**config.mk**
```make
export PLATFORM = sky130hd
export DESIGN_NAME = quad_rpm_meter
export DESIGN_NICKNAME = d
export VERILOG_FILES = /design/src/rtl/quad_pkg.sv /design/src/rtl/quad_decoder.sv /design/src/rtl/quad_rpm_meter.sv
export SDC_FILE = /design/constraint.sdc
export NUM_CORES = 1
export LEC_CHECK = 0
export ABC_CLOCK_PERIOD_IN_PS = 11300
export CORE_UTILIZATION = 50
export DETAILED_ROUTE_END_ITERATION = 10
export GPL_TIMING_DRIVEN = 0
export PLACE_DENSITY = 0.66
export SLEW_MARGIN = 5
export SYNTH_ARGS = -nofsm -noshare
export SYNTH_HDL_FRONTEND = slang
export SYNTH_SLANG_ARGS = --single-unit
```
**constraint.sdc**
```tcl
create_clock -name i_clk -period 11.3 [get_ports i_clk]
set_input_delay 1.13 -clock i_clk [delete_from_list [all_inputs] [get_ports i_clk]]
set_output_delay 1.13 -clock i_clk [all_outputs]
set_load 0.01 [all_outputs]
```
**src/rtl/quad_pkg.sv**
```systemverilog
// Shared types and constants for the quadrature RPM meter.
package quad_pkg;

  typedef enum logic [1:0] {
    STEP_NONE,
    STEP_FWD,
    STEP_REV,
    STEP_ILLEGAL
  } step_t;

  // Fraction width of the fixed-point RPM scale factor.
  localparam int unsigned SCALE_FRAC_W = 16;

  // Position of an {A,B} state along the forward cycle 00->01->11->10.
  function automatic logic [1:0] gray_idx(input logic [1:0] ab);
    unique case (ab)
      2'b00:   gray_idx = 2'd0;
      2'b01:   gray_idx = 2'd1;
      2'b11:   gray_idx = 2'd2;
      default: gray_idx = 2'd3;
    endcase
  endfunction

endpackage

```
**src/rtl/quad_decoder.sv**
```systemverilog
// Quadrature front end: 2-flop synchronizer, optional 3-sample glitch filter
// (QUAD_GLITCH_FILTER_EN), and per-cycle step decode against the previous sample.
module quad_decoder
  import quad_pkg::*;
(
  input  logic  i_clk,
  input  logic  i_qa,
  input  logic  i_qb,
  output step_t o_step
);

  logic [1:0] sync1;
  logic [1:0] sync2;
  logic [1:0] cur;
  logic [1:0] prev;
  logic [1:0] diff;

  always_ff @(posedge i_clk) begin
    sync1 <= {i_qa, i_qb};
    sync2 <= sync1;
  end

`ifdef QUAD_GLITCH_FILTER_EN
  logic [1:0] hist1;
  logic [1:0] hist2;
  logic [1:0] held;
  logic [1:0] filt;

  always_ff @(posedge i_clk) begin
    hist1 <= sync2;
    hist2 <= hist1;
    held  <= filt;
  end

  // A channel follows its input only once three consecutive samples agree.
  always_comb begin
    filt = held;
    for (int unsigned i = 0; i < 2; i++) begin
      if (sync2[i] == hist1[i] && hist1[i] == hist2[i]) filt[i] = sync2[i];
    end
  end

  assign cur = filt;
`else
  assign cur = sync2;
`endif

  // Tracks the input even during reset, so release never decodes a step.
  always_ff @(posedge i_clk) begin
    prev <= cur;
  end

  always_comb begin
    o_step = STEP_NONE;
    diff   = gray_idx(cur) - gray_idx(prev);
    unique case (diff)
      2'd1:    o_step = STEP_FWD;
      2'd3:    o_step = STEP_REV;
      2'd2:    o_step = STEP_ILLEGAL;
      default: o_step = STEP_NONE;
    endcase
  end

endmodule

```
**src/rtl/quad_rpm_meter.sv**
```systemverilog
// Quadrature encoder RPM meter: windowed edge count scaled to RPM, running
// position, direction and sticky error. Glitch filter via QUAD_GLITCH_FILTER_EN.
module quad_rpm_meter
  import quad_pkg::*;
#(
  parameter int T_CLK     = 10,
  parameter int WINDOW_MS = 10,
  parameter int CPR       = 2048
) (
  input  logic               i_clk,
  input  logic               i_rst,
  input  logic               i_qa,
  input  logic               i_qb,
  output logic signed [31:0] o_rpm,
  output logic               o_rpm_valid,
  output logic signed [31:0] o_position,
  output logic               o_dir,
  output logic               o_error
);

  localparam int unsigned C_M     = WINDOW_MS * 1_000_000 / T_CLK;
  localparam longint      SCALE   = (longint'(60000) << SCALE_FRAC_W) / longint'(WINDOW_MS * CPR);
  localparam logic signed [47:0] SCALE_S = 48'(SCALE);
  localparam logic [31:0] TICK_AT = 32'(C_M - 1);

  step_t              step;
  logic signed [1:0]  step_val;
  logic [31:0]        timer;
  logic               tick;
  logic signed [23:0] win_cnt;
  logic signed [23:0] win_sat;
  logic signed [24:0] sum;
  logic signed [23:0] latched;
  logic               lat_vld;
  logic signed [47:0] prod;
  logic signed [31:0] rpm_calc;

  quad_decoder u_dec (
    .i_clk  (i_clk),
    .i_qa   (i_qa),
    .i_qb   (i_qb),
    .o_step (step)
  );

  assign tick = (timer == TICK_AT);

  always_comb begin
    step_val = 2'sd0;
    unique case (step)
      STEP_FWD: step_val = 2'sd1;
      STEP_REV: step_val = 2'b11;
      default:  step_val = 2'sd0;
    endcase
  end

  always_comb begin
    sum = 25'(win_cnt) + 25'(step_val);
    if (sum > 25'sd8388607)       win_sat = 24'sh7FFFFF;
    else if (sum < -25'sd8388608) win_sat = 24'sh800000;
    else                          win_sat = sum[23:0];
  end

  always_comb begin
    prod     = 48'(latched) * SCALE_S;
    rpm_calc = 32'(prod >>> SCALE_FRAC_W);
  end

  always_ff @(posedge i_clk or posedge i_rst) begin
    if (i_rst) begin
      timer       <= '0;
      win_cnt     <= '0;
      latched     <= '0;
      lat_vld     <= 1'b0;
      o_rpm       <= '0;
      o_rpm_valid <= 1'b0;
      o_position  <= '0;
      o_dir       <= 1'b0;
      o_error     <= 1'b0;
    end else begin
      timer <= tick ? '0 : timer + 32'd1;
      // The tick cycle's own step seeds the next window, not the latched one.
      if (tick) begin
        latched <= win_cnt;
        win_cnt <= 24'(step_val);
      end else begin
        win_cnt <= win_sat;
      end
      lat_vld     <= tick;
      o_rpm_valid <= lat_vld;
      if (lat_vld) o_rpm <= rpm_calc;
      unique case (step)
        STEP_FWD: begin
          o_position <= o_position + 32'sd1;
          o_dir      <= 1'b1;
        end
        STEP_REV: begin
          o_position <= o_position - 32'sd1;
          o_dir      <= 1'b0;
        end
        STEP_ILLEGAL: o_error <= 1'b1;
        default: ;
      endcase
    end
  end

endmodule

```
==> results of run 1 <==
[state kept, by name, summed over array words and instances, names as in the netlist]
| signal | count |
|---|---|
| latched | 24 |
| timer | 32 |
| u_dec.sync1 | 2 |
| o_position | 32 |
| o_rpm | 27 |
| u_dec.cur | 2 |
| lat_vld | 1 |
| o_rpm_valid | 1 |
| o_dir | 1 |
| o_error | 1 |
| win_cnt | 24 |
| u_dec.prev | 2 |
[worst reg2reg max path, delay by kind of cell (launching register included)]
family	cells	cell delay, ns
muxes	1	0.26
buffers and inverters	4	0.19
and+or+nand+nor	4	0.71
DFF	1	0.56
xor gates and xnor gates	1	0.13
adders and majority gates	6	2.73
AOI/OAI and AO/OA	3	1.45
[per-layer routing]
metal  track usage [%]  share of wire, %
met5                 0                 0
met4              5.93               1.5
met3              3.39               2.9
met2              35.3                48
met1              26.6                48
[synth_stat cells (all sizes together) (4+ instances only)]
cell type / instances
or2: 4
buf: 9
dfxtp: 6
nor2: 58
nand4: 12
clkbuf: 26
nor2b: 7
xor2: 38
o31ai: 6
and3: 18
o21bai: 10
o21ai: 85
and2: 7
ha: 155
o21a: 8
nor3: 17
fa: 118
inv: 215
nand2: 137
or3: 9
a31oi: 9
mux2: 20
nand3: 31
nand2b: 9
o211ai: 11
a21oi: 83
nor4: 6
a21o: 24
a211oi: 9
dfrtp: 143
xnor2: 62
[cell families after synthesis]
logic type,after synthesis
xor gates and xnor gates,100
buffers and inverters,251
AOI/OAI and AO/OA,279
muxes,23
and+or+nand+nor,326
adders and majority gates,273
DFF,149
[where the power goes]
group | internal, mW | total (mW) | switching, mW
logic | 0.663 | 1.45 | 0.790
registers | 0.650 | 0.736 | 0.0868
clock network | 0.355 | 0.610 | 0.255
[layout by cell type (no fill, tap or decap), drive strengths merged, types with 43 or more instances in the layout]
cell type        n
a21oi           83
clkbuf          43
clkdlybuf4s50   70
dfrtp          143
fa             118
ha             155
inv            223
nand2          137
nor2            58
o21ai           85
xnor2           62
[worst max path at each step]
stage / to / slack [ns] / start
2_1_floorplan: o_rpm[20] / 6.00 / latched[10]
3_3_place_gp: latched[2] / 4.21 / i_rst
3_5_place_dp: o_rpm[24] / 5.17 / latched[10]
4_1_cts: o_rpm[24] / 5.13 / latched[10]
5_1_grt: o_rpm[24] / 4.84 / latched[10]
6_report: o_rpm[24] / 5.16 / latched[10]
[cell type report]
cell class	instances	area share [%]
sequential	149	24.4
multi-input combinational	1001	57.5
clock inverter	15	1.26
inverter	216	5.38
tap	335	2.76
clock buffer	17	2.80
timing repair buffer	72	4.93
buffer	35	1.03
==> results.yml, run 1 <==
logic_synthesis:
  muxShareOfSynthArea_pct: 1.91
  yosys.area.top_type: "dfrtp_1"
  ys_seq_area_share_pct: 27.6
  syn-num-nets: 1678
  syn_area_mm2: 0.0134
  async_flop_share_pct: 96.0
  synth_edf_count: 0
  synth-xor-area-share_pct: 6.54
  synth.area.top_cells: "dfrtp_1, fa_1, ha_1, inv_1, xnor2_1"
  yosysWarnings: 0
  yosys_register_bits: 149
  yosys.area.top_type_share_pct: 26.7
  postSynthCellCount: 1401
  synthSimpleGateAreaFrac_pct: 11.3
  synthAdderAreaFrac_pct: 32.1
  synthFlopType: "dfrtp_1"
  synth.distinct_cells: 71
  syn_area_per_cell_um2: 9.56
  synth-compound-area-share_pct: 13.2
  synth_top_family_by_area: "adder cells"
setup_path:
  crit_required_ns: 11.62
  cp.depth: 19
  path_cells: "ha_1 -> inv_1 -> fa_1 -> inv_1 -> fa_1 -> fa_1 -> inv_1 -> fa_1 -> inv_1 -> ha_1 -> and3_1 -> nor2b_1 -> nor4_1 -> a2111oi_0 -> o21ai_0 -> nand3b_1 -> a31oi_1 -> xnor2_1 -> mux2_2"
  rr_startpoint: "latched[10]"
  crit_slowest_cell: "a2111oi_0"
  r2r_slack_ns: 5.16
  r2r_end: "o_rpm[24]"
  cp_top_family: "adder cells"
  worstSetupPathType: "reg2reg"
  critPathMaxFanout: 8
  cp_num_buf_inv: 4
  end_kind: "flip-flop"
  critPathLaunchType: "flip-flop"
  worstPathArrival_ns: 6.46
  critical_path.max_stage_delay_ns: 0.94
  reg2regPathDepth: 19
final_layout:
  nets: 1769
  postLayoutCoreUtil_pct: 58.1
  diodes: 0
  multiInputGateArea_mm2: 0.00872
  layout-drive-gt1-share_pct: 5.45
  area_growth_pct: 13.4
  seqCellArea_mm2: 0.00370
  design_area_mm2: 0.0152
  layout.cells.non_filler: 1840
  n_fill_cell: 2331
die:
  core_area_mm2: 0.0261
  rows: 59
  dieHeight_um: 166
  die_area_mm2: 0.0274
  die_x_um: 166
  io_pins: 71
  initial_core_util_pct: 51.2
power:
  leakagePower_nw: 7.81
  p_per_area_mw_per_mm2: 184
  peakVddDrop_mv: 0.141
  finalPower_mw: 2.80
clock_network:
  h-tree-depth: 4
  cts_buffers: 17
  cts_hold_buf: 0
  clockBufferDepth: 2
  tritoncts: "done"
  cts_resized: 0
  clkLatencyLatePin_ns: 0.43
  cts_num_sinks: 149
  postCtsSetupBuffers: 0
  clk_pin_slew_worst_paths_ns: 0.07
  ctsRootBufferMaster: "clkbuf_16"
grt:
  grt_usage_pct: 20.5
  grt_max_degree: 88
  grt_pass1_wl_um: 46100
  grt.overflow.total: 0
  grt_antenna_before_repair: 0
  first_global_vias: 9839
status:
  outcome: "complete, but fails checks"
  violations: "DRC"
timing:
  hold_ws_ns: 0.328
  hold_viol_final: 0
  fin_setup_tns_ns: 0
  tightest_slew_ns: 1.05
  period_share_pct: 54.4
  slew_viol_final: 0
  final-setup-viol-count: 0
  rsz0062_at_grt: "no"
  period_needed_ns: 6.14
  maxSlewHeadroom_pct: 28.0
  fmax_ghz: 0.163
  finalWorstSetupSlack_ns: 5.16
  fin_skew_ns: 0.0118
placement:
  place_congestion: 0.869
  dpl-instance-area_mm2: 0.0146
  portBuffers: 70
  dp.cells: 1808
  place_ws_ns: 5.17
  hpwl_um: 20700
job:
  cap_violations: 0
route:
  first_pass_iters: 7
  drt_iter0_markers: 391
  viasPerCell: 5.24
  drc: 12
  vias: 9634
  wire_per_inst_um: 14.4
  wl_um: 26500
  ant_nets: 0
worst_hold_path:
  hp-class: "reg2reg"
  min-delay-start: "u_dec.sync1[1]"
  holdPathStages: 0
  worstHoldEndpoint: "u_dec.cur[1]"
Power figures use the tool's default switching activity.
==> inputs of run 2 (changes only) <==
--- a/config.mk
+++ b/config.mk
@@ -5,7 +5,7 @@
 export SDC_FILE = /design/constraint.sdc
 export NUM_CORES = 1
 export LEC_CHECK = 0
-export ABC_CLOCK_PERIOD_IN_PS = 11300
+export ABC_CLOCK_PERIOD_IN_PS = 5700
 export CORE_UTILIZATION = 50
 export DETAILED_ROUTE_END_ITERATION = 10
 export GPL_TIMING_DRIVEN = 0
==> constraint.sdc (replaced) <==
create_clock -name i_clk -period 5.7 [get_ports i_clk]
set_input_delay 0.57 -clock i_clk [delete_from_list [all_inputs] [get_ports i_clk]]
set_output_delay 0.57 -clock i_clk [all_outputs]
set_load 0.01 [all_outputs]
==> run 2 against run 1 <==
Effect of this change:
- largest power group unchanged
- core utilization grew 0.48 points
- critical endpoint is now o_rpm[20]
- highest routed layer unchanged
- the run still ends with DRC left
- fmax increased by 12%
- largest cell class unchanged
- register-to-register slack got worse by 4.9 ns
- via count increased by 0.28%
==> results.yml, run 2 (synthesis results as in run 1) <==
final_layout:
  diodes: 0
  final_common_cell: "inv_1"
  seqCellArea_mm2: 0.00371
  n_fill_cell: 2305
  multiInputGateArea_mm2: 0.00879
  final_cell_mix: "inv_1, ha_1, nand2_1"
  layout-drive-gt1-share_pct: 7.08
  top_regs: "o_position: 32 flops, timer: 32 flops, o_rpm: 27 flops"
  postLayoutCoreUtil_pct: 58.6
  nets: 1775
  area_growth_pct: 14.3
clock_network:
  ctsRootBufferMaster: "clkbuf_16"
  clockBufferDepth: 2
  h-tree-depth: 4
  cts_buffers: 17
  cts_num_sinks: 149
  cts_hold_buf: 0
  clk_pin_slew_worst_paths_ns: 0.07
  tritoncts: "done"
  clkLatencyLatePin_ns: 0.43
setup_path:
  path_cells: "buf_4 -> fa_1 -> inv_1 -> fa_1 -> inv_1 -> fa_1 -> fa_1 -> inv_1 -> fa_1 -> inv_1 -> ha_1 -> nand4_1 -> nor2_1 -> a221oi_1 -> o21ai_1 -> or3_4 -> a31oi_4 -> o21bai_1 -> xor2_1 -> mux2_2"
  r2r_slack_ns: 0.22
  crit_required_ns: 6.02
  cp_top_family: "adder cells"
  cp_num_buf_inv: 5
  reg2regPathDepth: 20
  critPathLaunchType: "flip-flop"
  worstPathArrival_ns: 5.80
  critPathMaxFanout: 7
  rr_startpoint: "latched[10]"
  critical_path.most_common_cell: "fa_1"
  cp-endpoint: "o_rpm[20]"
  critical_path.max_stage_delay_ns: 0.54
  end_kind: "flip-flop"
  crit_slowest_cell: "fa_1"
  r2r_end: "o_rpm[20]"
  worstSetupPathType: "reg2reg"
  critPathLaunch: "latched[10]"
  cp.depth: 20
power:
  pwr-share-seq_pct: 26.3
  peakVddDrop_mv: 0.278
  leakagePower_nw: 7.82
  combPwrFrac_pct: 51.9
  clkPwrFrac_pct: 21.8
  power_switching_mw: 2.24
  switching_share_pct: 40.4
  internal_power_mw: 3.31
  finalPower_mw: 5.55
  p_per_area_mw_per_mm2: 363
die:
  die_x_um: 166
  die_area_mm2: 0.0274
  rows: 59
  core_area_mm2: 0.0261
  dieHeight_um: 166
  initial_core_util_pct: 51.2
  io_pins: 71
grt:
  grt.overflow.total: 0
  grt_pass1_wl_um: 46100
  grt_usage_pct: 20.5
  grt_max_degree: 88
  grt_antenna_before_repair: 0
  first_global_vias: 9826
timing:
  fin_skew_ns: 0.0117
  slew_viol_final: 0
  period_needed_ns: 5.48
  fmax_ghz: 0.182
  maxSlewHeadroom_pct: 45.8
  final-setup-viol-count: 0
  hold_viol_final: 0
  tightest_slew_ns: 0.807
  period_share_pct: 96.2
route:
  drc: 12
  drt_iter0_markers: 442
  wire_per_inst_um: 14.5
  ant_nets: 0
  viasPerCell: 5.23
  wl_um: 26700
  vias: 9661
  first_pass_iters: 8
job:
  cap_violations: 0
status:
  violations: "DRC"
  outcome: "complete, but fails checks"
placement:
  hpwl_um: 20700
  place_congestion: 0.869
  portBuffers: 70
worst_hold_path:
  hp-class: "reg2reg"
==> run 2: cell count changes in the layout (fill, tap and decap cells not counted), sizes merged <==
cell,change
buf,+6
==> run 2: through the flow <==
step	hold WS, ns	TNS (ns)	cells	instance area (µm²)	setup WS (ns)
global placement	0.313	-131.38	1806	14500	-0.829
floorplan	0.310	0	1401	13400	0.397
finish	0.328	0	1846	15300	0.216
global route	0.353	-0.00520	1846	15300	-0.00520
CTS	0.328	0	1840	15200	0.0494
detailed placement	0.312	-2.20	1808	14600	-0.432
==> run 2: layer usage <==
metal,GRT usage (%),up-vias,wire length [µm]
met5,0,-,0
met4,5.93,0,399
met3,3.39,24,839
met2,35.3,128,12700
met1,26.7,4637,12800
li1,-,4872,-
==> run 2: layout make-up <==
| cell class | count | area share (%) |
|---|---|---|
| inverters | 216 | 5.33 |
| plain buffers | 35 | 1.02 |
| clock buffers | 17 | 2.78 |
| flip-flops and latches | 149 | 24.3 |
| clock inverters | 15 | 1.25 |
| well taps | 335 | 2.74 |
| repair buffers | 78 | 5.18 |
| multi-input cells | 1001 | 57.4 |
==> run 2: power groups by stage <==
| stage | sequential [mW] | clock [mW] | combinational (mW) |
|---|---|---|---|
| 6_report | 1.46 | 1.21 | 2.88 |
| 2_1_floorplan | 1.48 | 0 | 2.14 |
| 3_3_place_gp | 1.47 | 0 | 2.81 |
| 3_5_place_dp | 1.48 | 0 | 2.87 |
| 5_1_grt | 1.49 | 1.27 | 3.27 |
| 4_1_cts | 1.46 | 1.24 | 2.89 |
==> run 2: what timing repair did <==
action | 4_1_cts | 5_1_grt
endpoints found under the setup margin | 8 | 13
endpoints found under the hold margin | 0 | 0
gates cloned | 0 | 0
resized for setup | 5 | 21
pin swaps | 0 | 1
setup buffers | 0 | 6
==> run 2: worst min path at each step <==
| stage | start | end | slack, ns | depth (start not counted) |
|---|---|---|---|---|
| CTS | u_dec.sync1[1] | u_dec.cur[1] | 0.33 | 0 |
| detailed placement | u_dec.sync1[1] | u_dec.cur[1] | 0.31 | 0 |
| global route | u_dec.sync1[1] | u_dec.cur[1] | 0.35 | 0 |
| global placement | u_dec.sync1[0] | u_dec.cur[0] | 0.31 | 0 |
| floorplan | u_dec.sync1[0] | u_dec.cur[0] | 0.31 | 0 |
| finish | u_dec.sync1[1] | u_dec.cur[1] | 0.33 | 0 |
==> run 2: worst reg2reg max path: cells and delay by family (launching register included) <==
family / cells / cell delay, ns
flip-flops: 1 / 0.47
AO/OA/AOI/OAI: 4 / 0.84
buffers and inverters: 5 / 0.40
AND/OR/NAND/NOR: 3 / 0.68
XOR/XNOR: 1 / 0.14
adder cells (fa/ha/maj): 6 / 2.59
multiplexers: 1 / 0.26
==> inputs of run 3 (changes only) <==
--- a/config.mk
+++ b/config.mk
@@ -7,6 +7,7 @@
 export LEC_CHECK = 0
 export ABC_CLOCK_PERIOD_IN_PS = 5700
 export CORE_UTILIZATION = 50
+export CTS_CLUSTER_DIAMETER = 50
 export DETAILED_ROUTE_END_ITERATION = 10
 export GPL_TIMING_DRIVEN = 0
 export PLACE_DENSITY = 0.66
==> results of run 3 <==
The final DEF is identical to that of run 2; final timing and power are the same.
